### src/rtl/jescpu_pkg.sv
// jescpu_pkg: shared definitions for the jescpu_core memory-to-memory CPU.
//   - opcode constants and NUM_OPS (first illegal opcode value)
//   - state_t: 4-bit state encoding, also exported on dbg_state
//   - instr_len(): instruction length in words; JMP is 0 because it loads pc
package jescpu_pkg;

  localparam int OP_NOP  = 0;
  localparam int OP_COPY = 1;
  localparam int OP_ADD  = 2;
  localparam int OP_SUB  = 3;
  localparam int OP_XOR  = 4;
  localparam int OP_AND  = 5;
  localparam int OP_OR   = 6;
  localparam int OP_NOT  = 7;
  localparam int OP_JMP  = 8;
  localparam int OP_JZ   = 9;
  localparam int OP_OUT  = 10;
  localparam int OP_IN   = 11;
  localparam int NUM_OPS = 12;

  typedef enum logic [3:0] {
    S_NOTREADY = 4'h0,
    S_PREFETCH = 4'h1,
    S_OPCODE   = 4'h2,
    S_OP1      = 4'h3,
    S_OP2      = 4'h4,
    S_IND1     = 4'h5,
    S_IND2     = 4'h6,
    S_EXEC     = 4'h7,
    S_WAIT     = 4'h8,
    S_HALT     = 4'hF
  } state_t;

  // Only legal opcodes reach this, so the low 4 bits identify the instruction.
  function automatic logic [1:0] instr_len(input logic [3:0] opcode);
    logic [1:0] len;
    case (opcode)
      4'(OP_NOP): len = 2'd1;
      4'(OP_NOT): len = 2'd2;
      4'(OP_JMP): len = 2'd0;
      default:    len = 2'd3;
    endcase
    return len;
  endfunction

endpackage

### src/rtl/jescpu_alu.sv
// jescpu_alu: combinational data path for the memory-writing instructions.
// Ports:
//   opcode  in  DW  current instruction opcode
//   value1  in  DW  m[a]
//   value2  in  DW  m[b]
//   result  out DW  value to be written back to m[a]
// Covers COPY/ADD/SUB/XOR/AND/OR/NOT; anything else yields 0.
module jescpu_alu
  import jescpu_pkg::*;
#(
  parameter int DW = 8
) (
  input  logic [DW-1:0] opcode,
  input  logic [DW-1:0] value1,
  input  logic [DW-1:0] value2,
  output logic [DW-1:0] result
);

  // Arithmetic wraps modulo 2^DW; no flags are produced.
  always_comb begin
    result = '0;
    case (opcode)
      DW'(OP_COPY): result = value2;
      DW'(OP_ADD):  result = value1 + value2;
      DW'(OP_SUB):  result = value1 - value2;
      DW'(OP_XOR):  result = value1 ^ value2;
      DW'(OP_AND):  result = value1 & value2;
      DW'(OP_OR):   result = value1 | value2;
      DW'(OP_NOT):  result = ~value1;
      default:      result = '0;
    endcase
  end

endmodule

### src/rtl/jescpu_core.sv
// jescpu_core: parametrised memory-to-memory CPU talking to a synchronous
// single-port RAM (read data valid one cycle after the address).
// Ports:
//   clk, rst_n         clock (rising edge), asynchronous active-low reset
//   run, step          only with JESCPU_STEP_EN: run=0 makes PREFETCH wait
//                      for a single-cycle step pulse
//   mem_addr/we/wdata  RAM address, one-cycle write strobe, write data
//   mem_rdata          RAM read data
//   in_data/out_data   NPORTS packed DW-bit IN ports / OUT port registers
//   halted             set once an illegal opcode has been fetched
//   dbg_pc/opcode/state debug taps for the board LED scanner
// Optional feature macro: JESCPU_STEP_EN (single-step control).
module jescpu_core
  import jescpu_pkg::*;
#(
  parameter int DW          = 8,
  parameter int AW          = 8,
  parameter int WAIT_CYCLES = 1,
  parameter int NPORTS      = 4,
  parameter int READY_DELAY = 48
) (
  input  logic                 clk,
  input  logic                 rst_n,
`ifdef JESCPU_STEP_EN
  input  logic                 run,
  input  logic                 step,
`endif
  output logic [AW-1:0]        mem_addr,
  output logic                 mem_we,
  output logic [DW-1:0]        mem_wdata,
  input  logic [DW-1:0]        mem_rdata,
  input  logic [NPORTS*DW-1:0] in_data,
  output logic [NPORTS*DW-1:0] out_data,
  output logic                 halted,
  output logic [AW-1:0]        dbg_pc,
  output logic [DW-1:0]        dbg_opcode,
  output logic [3:0]           dbg_state
);

  localparam int WW = $clog2(WAIT_CYCLES + 1);
  localparam int RW = $clog2(READY_DELAY + 2);
  localparam logic [WW-1:0] WAIT_LOAD = WW'(WAIT_CYCLES - 1);

  state_t          state;
  state_t          ret_state;
  logic [WW-1:0]   wait_cnt;
  logic [RW-1:0]   ready_cnt;
  logic [AW-1:0]   pc;
  logic [DW-1:0]   opcode;
  logic [AW-1:0]   op1;
  logic [DW-1:0]   op2;
  logic [DW-1:0]   val1;
  logic [DW-1:0]   val2;
  logic [DW-1:0]   alu_result;
  logic [DW-1:0]   in_sel;
  logic [AW-1:0]   pc_seq;
  logic            fetch_go;
  logic            leaving;
  logic            is_alu;

`ifdef JESCPU_STEP_EN
  // A step pulse only matters while PREFETCH is holding; elsewhere it is ignored.
  assign fetch_go = run | step;
`else
  assign fetch_go = 1'b1;
`endif

  assign dbg_pc     = pc;
  assign dbg_opcode = opcode;
  assign dbg_state  = state;

  assign pc_seq = pc + AW'(instr_len(opcode[3:0]));
  assign is_alu = (opcode >= DW'(OP_ADD)) && (opcode <= DW'(OP_OR));

  // Every working state is followed by WAIT; PREFETCH only once allowed to fetch.
  assign leaving = (state == S_PREFETCH) ? fetch_go :
                   (state inside {S_OPCODE, S_OP1, S_OP2, S_IND1, S_IND2, S_EXEC});

  // IN port selection; an out-of-range port number leaves the value at 0.
  always_comb begin
    in_sel = '0;
    for (int i = 0; i < NPORTS; i++) begin
      if (op2 == DW'(i)) in_sel = in_data[i*DW +: DW];
    end
  end

  jescpu_alu #(.DW(DW)) u_alu (
    .opcode (opcode),
    .value1 (val1),
    .value2 (val2),
    .result (alu_result)
  );

  // Main sequencer: one state per memory access, each followed by a WAIT of
  // WAIT_CYCLES cycles so the RAM read data settles before the next sample.
  always_ff @(posedge clk or negedge rst_n) begin
    if (!rst_n) begin
      state     <= S_NOTREADY;
      ret_state <= S_NOTREADY;
      wait_cnt  <= '0;
      ready_cnt <= '0;
      pc        <= '0;
      opcode    <= '0;
      op1       <= '0;
      op2       <= '0;
      val1      <= '0;
      val2      <= '0;
      mem_addr  <= '0;
      mem_we    <= 1'b0;
      mem_wdata <= '0;
      out_data  <= '0;
      halted    <= 1'b0;
    end else begin
      mem_we <= 1'b0;
      if (leaving) begin
        state    <= S_WAIT;
        wait_cnt <= WAIT_LOAD;
      end
      case (state)
        S_NOTREADY: begin
          if (ready_cnt == RW'(READY_DELAY)) state <= S_PREFETCH;
          else ready_cnt <= ready_cnt + RW'(1);
        end
        S_PREFETCH: begin
          if (fetch_go) begin
            mem_addr  <= pc;
            ret_state <= S_OPCODE;
          end
        end
        S_OPCODE: begin
          opcode <= mem_rdata;
          if (mem_rdata >= DW'(NUM_OPS)) begin
            ret_state <= S_HALT;
          end else if (mem_rdata == DW'(OP_NOP)) begin
            pc        <= pc + AW'(instr_len(mem_rdata[3:0]));
            ret_state <= S_PREFETCH;
          end else begin
            mem_addr  <= pc + AW'(1);
            ret_state <= S_OP1;
          end
        end
        S_OP1: begin
          op1 <= mem_rdata[AW-1:0];
          if (opcode == DW'(OP_JMP)) begin
            ret_state <= S_EXEC;
          end else if (opcode == DW'(OP_NOT)) begin
            mem_addr  <= mem_rdata[AW-1:0];
            ret_state <= S_IND1;
          end else begin
            mem_addr  <= pc + AW'(2);
            ret_state <= S_OP2;
          end
        end
        S_OP2: begin
          op2 <= mem_rdata;
          if (opcode == DW'(OP_COPY)) begin
            mem_addr  <= mem_rdata[AW-1:0];
            ret_state <= S_IND2;
          end else if (opcode == DW'(OP_IN)) begin
            ret_state <= S_EXEC;
          end else begin
            mem_addr  <= op1;
            ret_state <= S_IND1;
          end
        end
        S_IND1: begin
          val1 <= mem_rdata;
          if (is_alu) begin
            mem_addr  <= op2[AW-1:0];
            ret_state <= S_IND2;
          end else begin
            ret_state <= S_EXEC;
          end
        end
        S_IND2: begin
          val2      <= mem_rdata;
          ret_state <= S_EXEC;
        end
        S_EXEC: begin
          ret_state <= S_PREFETCH;
          if (opcode == DW'(OP_JMP)) begin
            pc <= op1;
          end else if (opcode == DW'(OP_JZ)) begin
            pc <= (val1 == '0) ? op2[AW-1:0] : pc_seq;
          end else if (opcode == DW'(OP_OUT)) begin
            for (int i = 0; i < NPORTS; i++) begin
              if (op2 == DW'(i)) out_data[i*DW +: DW] <= val1;
            end
            pc <= pc_seq;
          end else begin
            // All remaining legal opcodes write m[a]; the strobe lands in the first WAIT cycle.
            mem_we    <= 1'b1;
            mem_addr  <= op1;
            mem_wdata <= (opcode == DW'(OP_IN)) ? in_sel : alu_result;
            pc        <= pc_seq;
          end
        end
        S_WAIT: begin
          if (wait_cnt == '0) state <= ret_state;
          else wait_cnt <= wait_cnt - WW'(1);
        end
        S_HALT: begin
          halted <= 1'b1;
        end
        default: begin
          state <= S_HALT;
        end
      endcase
    end
  end

endmodule

### config.mk
export PLATFORM = sky130hd
export DESIGN_NAME = jescpu_core
export DESIGN_NICKNAME = d
export VERILOG_FILES = /design/src/rtl/jescpu_pkg.sv /design/src/rtl/jescpu_alu.sv /design/src/rtl/jescpu_core.sv
export SDC_FILE = /design/constraint.sdc
export NUM_CORES = 1
export LEC_CHECK = 0
export BUFFER_PORTS_ARGS = -buffer_cell sky130_fd_sc_hd__buf_2
export CORE_UTILIZATION = 49
export DETAILED_ROUTE_END_ITERATION = 7
export PLACE_DENSITY = 0.78
export SLEW_MARGIN = 20
export SYNTH_ARGS = -nofsm -noshare
export SYNTH_HDL_FRONTEND = slang
export SYNTH_HIERARCHICAL = 1
export SYNTH_SLANG_ARGS = --single-unit
### constraint.sdc
create_clock -name clk -period 3.41 [get_ports clk]
set_input_delay 1.023 -clock clk [delete_from_list [all_inputs] [get_ports clk]]
set_output_delay 1.023 -clock clk [all_outputs]
set_load 0.02 [all_outputs]
# Word-level counts from Yosys, hierarchy flattened
# Cells that the tools add are included.
# Widths: inputs -> output; s select.
dict set report word_totals {
  ff_bits 113
  in_bits 42
  out_inout_bits 70
  wordCells 142
}
dict set report op_classes {
  n_addsub 8
  order_cmp 3
  eq_ne 37
  n_mux 48
  bitwise_logic 8
  n_reduce_logical 20
}
# operator count
set op_table {}
lappend op_table {{$mux 8} 20}
lappend op_table {{$pmux 8 s7} 1}
lappend op_table {{$pmux 8 s6} 1}
lappend op_table {{$eq 8x2->1 const B} 4}
lappend op_table {{$eq 8x3->1 const B} 4}
lappend op_table {{$eq 8x4->1 const B} 4}
lappend op_table {{$pmux 4 s7} 1}
lappend op_table {{$eq 4x3->1 const B} 6}
lappend op_table {{$logic_not 8->1} 3}
lappend op_table {{$reduce_and 5->1} 4}
lappend op_table {{$add 8x2->8} 2}
lappend op_table {{$eq 4x4->1 const B} 4}
lappend op_table {{$eq 8x1->1 const B} 2}
lappend op_table {{$mux 4} 4}
lappend op_table {{$pmux 8 s2} 1}
lappend op_table {{$mux 2} 7}
lappend op_table {{$ne 2x2->1 const B} 7}
lappend op_table {{$logic_not 4->1} 3}
lappend op_table {{$pmux 2 s3} 2}
lappend op_table {{$pmux 4 s3} 1}
lappend op_table {{$reduce_bool 6->1} 2}
lappend op_table {{$mux 1} 10}
lappend op_table {{$reduce_and 9->1} 1}
lappend op_table {{$add 8x1->8 const B} 1}
lappend op_table {{25 further kinds} 29}

# Logic depth before layout (Yosys ltp)
# Gate-level depths: netlist of run 1.
dict set report logic_depth {
  ltp_word 9
  depth_mapped 15
  ltp_nobuf 13
}

# By module
# Netlist of run 1, hierarchy kept.
# module n_inst cells_per_inst area_each_um2
set modules_own_cells {}
lappend modules_own_cells {jescpu_core 1 614 6167.2}
lappend modules_own_cells {jescpu_alu 1 158 1166.1}

# Least setup slack after synthesis of run 1
# Ideal clock, no wire load.
dict set report synth_path {
  kind {reg2reg}
  from {register opcode[1] (netlist: dbg_opcode[1])}
  to {register mem_wdata[7]}
  arrival_time_ns 2.915
  t_required_ns 3.273
  path_slack_ns 0.358
  path_stages_with_launch 16
  n_path_buf 2
  cell_sequence {dfrtp_1 > buf_6 > nor2b_4 > and4b_1 > buf_6 > a31oi_1 > xnor2_1 > ha_1 > a21o_1 > a31o_1 > a21o_1 > and2b_1 > a211o_1 > nor2b_1 > a31oi_1 > a21oi_1}
}
dict set report synth_via {
  elab_chain_len 3
  elab_cells_between_ends 17
}
# element line
set synth_rtl {}
lappend synth_rtl {{start, declared} jescpu_core.sv:49} ;# logic [DW-1:0] opcode;
lappend synth_rtl {{start signal, assigned} jescpu_core.sv:131} ;# opcode <= mem_rdata;
lappend synth_rtl {{$eq 8x3->1 (tied with other cells)} jescpu_alu.sv:22} ;# case (opcode)
lappend synth_rtl {{$pmux 8 s7 (*)} jescpu_alu.sv:22}
lappend synth_rtl {{via alu_result[7]} jescpu_core.sv:54} ;# logic [DW-1:0] alu_result;
lappend synth_rtl {{$mux 8 (*)} jescpu_core.sv:194} ;# mem_wdata <= (opcode == DW'(OP_IN)) ? in_sel : alu_result;
lappend synth_rtl {{end signal, assigned} jescpu_core.sv:194}
lappend synth_rtl {{end, declared} jescpu_core.sv:30} ;# output logic [DW-1:0] mem_wdata,
# The timed path passes the listed nets; every way through them passes the cells marked *.
# A chain may end at the register's enable or synchronous reset.

# Final worst setup path of run 1
dict set report layout_path {
  from {register opcode[5] (netlist: dbg_opcode[5])}
  to {register mem_wdata[7]}
}
# Same word-level chain as after synthesis.

==> results of run 1 <==
==> stage by stage <==
step / area [µm²] / std cells
after floorplan: 7330 / 772
after CTS: 8760 / 1078
after detailed placement: 8170 / 1046
final: 8760 / 1078
after global placement: 8170 / 1046
after global routing: 8760 / 1078
==> power by group <==
part           leakage [nW]  switching (mW)  internal (mW)
sequential             1.35        0.000590           1.34
combinational          2.45          0.0603         0.0345
clock                 0.285           0.691           1.11
==> layer usage <==
metal  vias to the layer above  wire, µm  track usage (%)
li1                       3034         -                -
met1                      3150      8960             38.7
met2                       322      9560             41.8
met3                        71      1890             6.14
met4                         0       678             11.1
met5                         -         0                0
==> worst max-delay path: cells and delay by family (launching register included) <==
kind,cells,cell delay [ns]
simple gates,4,1.02
compound gates,7,1.16
xor+xnor,1,0.14
flops,1,0.42
fa+ha+maj,1,0.34
==> final timing paths <==
path                               start            to
max reg2reg                dbg_opcode[5]  mem_wdata[7]
min reg2reg                       halted        halted
min in group asynchronous          rst_n        mem_we
min                               halted        halted
max                        dbg_opcode[5]  mem_wdata[7]
max in group asynchronous          rst_n        op2[3]
==> synthesized netlist by cell type (all sizes together) (14+ instances only) <==
master,n
dfrtp,113
nand2,75
nor3,23
inv,42
ha,32
nor2,48
xnor2,22
a21oi,46
o21ai,44
a31oi,17
clkbuf,41
nand3,14
mux2,52
==> area by class of cell <==
| class | count | area [µm²] | share of cell area, % |
|---|---|---|---|
| multi-input cells | 565 | 4150 | 47.4 |
| flip-flops and latches | 113 | 2830 | 32.3 |
| repair buffers | 142 | 803 | 9.17 |
| clock buffers | 19 | 443 | 5.05 |
| well taps | 184 | 230 | 2.63 |
| inverters | 42 | 158 | 1.80 |
| clock inverters | 13 | 150 | 1.71 |
==> flip-flops by register name (all words and copies together), names as in the netlist, 4 cells and up <==
signal,cells
dbg_opcode,8
op1,8
dbg_pc,8
val2,8
val1,8
ready_cnt,6
op2,8
mem_wdata,8
dbg_state,4
ret_state,4
mem_addr,8
out_data,32
==> cell families (layout without fill, tap and decap cells) <==
kind of cell    count (synthesis)  after routing
xor+xnor                       33             33
fa+ha+maj                      35             35
buf+inv                        94            216
mux                            64             64
flops                         113            113
compound gates                192            192
simple gates                  241            241
==> flow_summary.json, run 1 <==
{
  "clock_latency_at_the_later_pin_of_the_worst_skew_pair_ns": 0.42,
  "cts_buffer_depth": 2,
  "crit_chain": "nor4_2 > and4b_1 > a31oi_1 > xnor2_1 > ha_1 > a21o_1 > a31o_1 > a21o_1 > and2b_1 > a211o_1 > nor2b_1 > a31oi_1 > a21oi_1",
  "worstPathMaxFanout": 9,
  "antennaDiodeCount": 0,
  "synth-async-reset-ratio_pct": 100,
  "cts_htree_levels": 4,
  "mappedNetlistArea_um2": 7330,
  "timing.final.hold_violations": 0,
  "antenna_violations_before_repair": 0,
  "yosys.area.top_type": "dfrtp_1",
  "timing.final.ws_setup_ns": 0.224,
  "syn2layout_area_growth_pct": 19.5,
  "gr-usage-all-layers_pct": 27.7,
  "dpl.hpwl_um": 15100,
  "detail_route.wirelength_um": 21100,
  "critical-path-slowest-cell": "and4b_1",
  "regToRegSetupSlack_ns": 0.22,
  "cts_tree": "done",
  "final_weighted_congestion_of_routability_driven_global_placement": 0.944,
  "grt_pass1_wl_um": 33800,
  "reg2regPathDepth": 13,
  "core.rowCount": 44,
  "number_of_gates_resized_after_cts": 0,
  "outcome": "finished, final reports clean",
  "timing.critical_path.from_type": "register",
  "final_util_pct": 60.1,
  "synth_top_area_share_pct": 38.6,
  "overflow_after_grt": 0,
  "maxCapViolations": 0,
  "total_setup_violations_reported_at_the_end_of_the_flow": 0,
  "post_drt_wl_per_cell_um": 19.6,
  "final.hold.worst_slack_ns": 0.464,
  "most-common-layout-cells": "dfrtp_1, buf_2, nand2_1",
  "tns_ns": 0,
  "antenna_violating_nets_post_route": 0,
  "dominant_combinational_cell_family_by_area_after_synthesis": "simple AND/OR/NAND/NOR gates",
  "final_common_cell": "dfrtp_1",
  "grt_max_degree": 51,
  "fmax_ghz": 0.314,
  "via_count": 6577,
  "synth.yosys.seq_area_share_pct": 38.6,
  "cts.sink_count": 113,
  "final_max_slew_viol_count": 0,
  "floorplan.initialDensity_pct": 50.3,
  "synth-edff-count": 0,
  "dpl_worst_slack_ns": 0.269,
  "synthFlopType": "dfrtp_1",
  "timing.critical_path.slowest_cell_delay_ns": 0.43,
  "worst_slew_pin_slew_ns": 0.773,
  "drt_first_pass_iters": 8,
  "crit_path_end_kind": "register",
  "number_of_instances_in_the_synthesized_netlist": 772,
  "ratio_of_cells_with_drive_above_1_in_the_final_layout_pct": 28.4,
  "vias_per_cell": 6.10,
  "core_area_um2": 14600,
  "required_ns": 3.72,
  "layout_min_cycle_time_ns": 3.19,
  "post_synth_main_area_contributors": "dfrtp_1, mux2_2, ha_1",
  "dieWidth_um": 124,
  "buffer_ports.inserted": 111,
  "path_class": "reg2reg",
  "synth_compound_gate_area_share_pct": 17.0,
  "relSlewSlack_pct": 48.3,
  "boundaryPins": 112,
  "detailedRoute.firstIterationViolations": 754,
  "fraction_of_synthesized_area_in_multiplexers_pct": 11.7,
  "worst_hold_path_type": "reg2reg",
  "synth.yosys.warnings": 6,
  "first_global_vias": 6212,
  "post_synth_xor_area_fraction_pct": 3.94,
  "fillCellCount": 1234,
  "synth_simple_gate_area_share_pct": 17.4,
  "report.power.total_mw": 3.23,
  "hold_path_depth": 1,
  "path_clk_slew_ns": 0.06,
  "grt_setup_unrepaired": "no",
  "skew_ns": 0.00736,
  "p_leak_nw": 4.09,
  "post_synth.cell_area_avg_um2": 9.50,
  "ctsRootBufferMaster": "clkbuf_16",
  "synth-seq-cells": 113,
  "synth_fa_ha_area_share_pct": 6.28,
  "floorplan.die_area_um2": 15500,
  "post_cts_hold_buffer_count": 0,
  "final_nets": 958,
  "floorplan.die.height_um": 124,
  "pwr_per_cell_area_nw_per_um2": 369,
  "cts_inserted_buffers": 17,
  "mappedNetlistNets": 849,
  "remaining_drc_errors": 0,
  "cp_data_arrival_time_ns": 3.49,
  "yosysUniqueCellTypes": 75,
  "post_cts_buffers": 0,
  "min_period_over_period_pct": 93.4,
  "power.ir.vdd_worst_mv": 0.319
}
No activity file was read; power rests on OpenSTA's default activity.
==> run 2: changes to the inputs <==
Settings changed: BUFFER_PORTS_ARGS -buffer_cell sky130_fd_sc_hd__buf_2 to unset, DONT_BUFFER_PORTS set to 1, PLACE_DENSITY 0.78 to 0.72.
==> run 2 against run 1 <==
Effect of this change: count of clock-buffer cells in the layout up 5; global-route usage up 0.71 points; non-clock buffer count down 107; fmax up 2.1%; cell area down 6.0%; critical path type unchanged; highest routed layer unchanged.
==> flow_summary.json, run 2 (synthesized netlist as in run 1, its figures left out) <==
{
  "post_cts_buffers": 0,
  "post_drt_wl_per_cell_um": 21.8,
  "gr-usage-all-layers_pct": 28.4,
  "detailedRoute.firstIterationViolations": 590,
  "grt.met2_usage_pct": 44.6,
  "floorplan.initialDensity_pct": 50.3,
  "path_class": "reg2reg",
  "top_register": "out_data",
  "vias_per_cell": 6.38,
  "routing_usage_on_met3_pct": 6.14,
  "cts_tree": "done",
  "relSlewSlack_pct": 53.4,
  "dpl.hpwl_um": 15000,
  "core.rowCount": 44,
  "fmax_ghz": 0.321,
  "worstPathMaxFanout": 9,
  "tns_ns": 0,
  "final_common_cell": "dfrtp_1",
  "grt_max_degree": 114,
  "most-common-layout-cells": "dfrtp_1, nand2_1, mux2_2",
  "timing.critical_path.from_type": "register",
  "layout_min_cycle_time_ns": 3.12,
  "post_cts_hold_buffer_count": 0,
  "detail_route.wirelength_um": 21200,
  "timing.final.hold_violations": 0,
  "grt.busiest_layer": "met2",
  "post_dp_cell_area_um2": 7630,
  "via_count": 6199,
  "ctsRootBufferMaster": "clkbuf_16",
  "final_util_pct": 56.5,
  "grt_setup_unrepaired": "no",
  "syn2layout_area_growth_pct": 12.4,
  "final_max_slew_viol_count": 0,
  "total_setup_violations_reported_at_the_end_of_the_flow": 0,
  "maxCapViolations": 0,
  "final_weighted_congestion_of_routability_driven_global_placement": 0.953,
  "path_clk_slew_ns": 0.06,
  "placed_cells_incl_taps": 939,
  "largest_reg_flops": 32,
  "crit_path_end_kind": "register",
  "worst_hold_path_type": "in2async",
  "pwr_per_cell_area_nw_per_um2": 388,
  "grt_pass1_wl_um": 34600,
  "worst_slew_pin_slew_ns": 0.699,
  "cts_inserted_buffers": 17,
  "antenna_violations_before_repair": 0,
  "report.power.total_mw": 3.19,
  "cp_data_arrival_time_ns": 3.42,
  "buffer_ports.inserted": 0,
  "non_filler_instance_count_after_layout": 971,
  "overflow_after_grt": 0,
  "first_global_vias": 6209,
  "outcome": "finished, final reports clean",
  "cts_buffer_depth": 2,
  "drt_first_pass_iters": 5,
  "floorplan.die.height_um": 124,
  "final.hold.worst_slack_ns": 0.295,
  "boundaryPins": 112,
  "dpl_worst_slack_ns": 0.296,
  "remaining_drc_errors": 0,
  "power.ir.vdd_worst_mv": 0.364,
  "finalInstanceArea_um2": 8240,
  "timing.final.ws_setup_ns": 0.291,
  "clock_latency_at_the_later_pin_of_the_worst_skew_pair_ns": 0.42,
  "cts.sink_count": 113,
  "min_period_over_period_pct": 91.5,
  "p_leak_nw": 3.63,
  "required_ns": 3.71,
  "floorplan.die_area_um2": 15500,
  "skew_ns": 0.0114,
  "core_area_um2": 14600,
  "antennaDiodeCount": 0,
  "antenna_violating_nets_post_route": 0,
  "number_of_gates_resized_after_cts": 0,
  "final_nets": 851,
  "m1_gr_usage_pct": 39.3,
  "ratio_of_cells_with_drive_above_1_in_the_final_layout_pct": 18.3,
  "cts_htree_levels": 4,
  "dieWidth_um": 124
}
## run 2: cell count changes in the layout (fill, tap and decap cells not counted)
cell | previous run | this run
buf_12 | 1 | 0
buf_2 | 110 | 0
buf_4 | 31 | 35
bufinv_16 | 2 | 3
clkbuf_1 | 1 | 4
clkbuf_8 | 1 | 3
clkinv_4 | 4 | 2
inv_6 | 4 | 0
## run 2: area by class of cell
class,instances,area [µm²]
sequential,113,2830
inverter,42,158
clock buffer,24,482
timing repair buffer,35,263
tap,184,230
clock inverter,8,128
multi-input combinational,565,4150
fill,1253,6350
## run 2: worst paths after layout
check                              start            to  slack (ns)  cells past startpoint
hold / removal                     rst_n        mem_we        0.29                      0
max in group asynchronous          rst_n     dbg_pc[4]        2.86                      0
setup / recovery           dbg_opcode[3]  mem_wdata[7]        0.29                     13
min in group clk            ready_cnt[5]  ready_cnt[5]        0.48                      1
hold reg to reg             ready_cnt[5]  ready_cnt[5]        0.48                      1
setup reg to reg           dbg_opcode[3]  mem_wdata[7]        0.29                     13
## run 2: power breakdown
group          internal (mW)  switching (mW)  leakage (nW)
clock network           1.21           0.615         0.291
registers               1.34         0.00268          1.35
logic                 0.0134          0.0105          1.99
total                   2.56           0.629          3.63
## run 2: routing by layer
layer / share of wire [%] / vias to the layer above / routed length, µm
met5: 0 / - / 0
met4: 2.0 / 0 / 417
met3: 7.6 / 44 / 1620
met2: 47 / 262 / 9990
met1: 43 / 3087 / 9180
li1: - / 2806 / -
## run 2: worst max-delay path, stage by stage (launching register included)
cell	delay [ns]
dfrtp_1	0.38
nor4_2	0.30
and4b_1	0.42
a31oi_1	0.09
xnor2_1	0.14
ha_1	0.34
a21o_1	0.19
a31o_1	0.22
a21o_1	0.16
and2b_1	0.15
a211o_1	0.28
nor2b_1	0.12
a31oi_1	0.13
a21oi_1	0.08
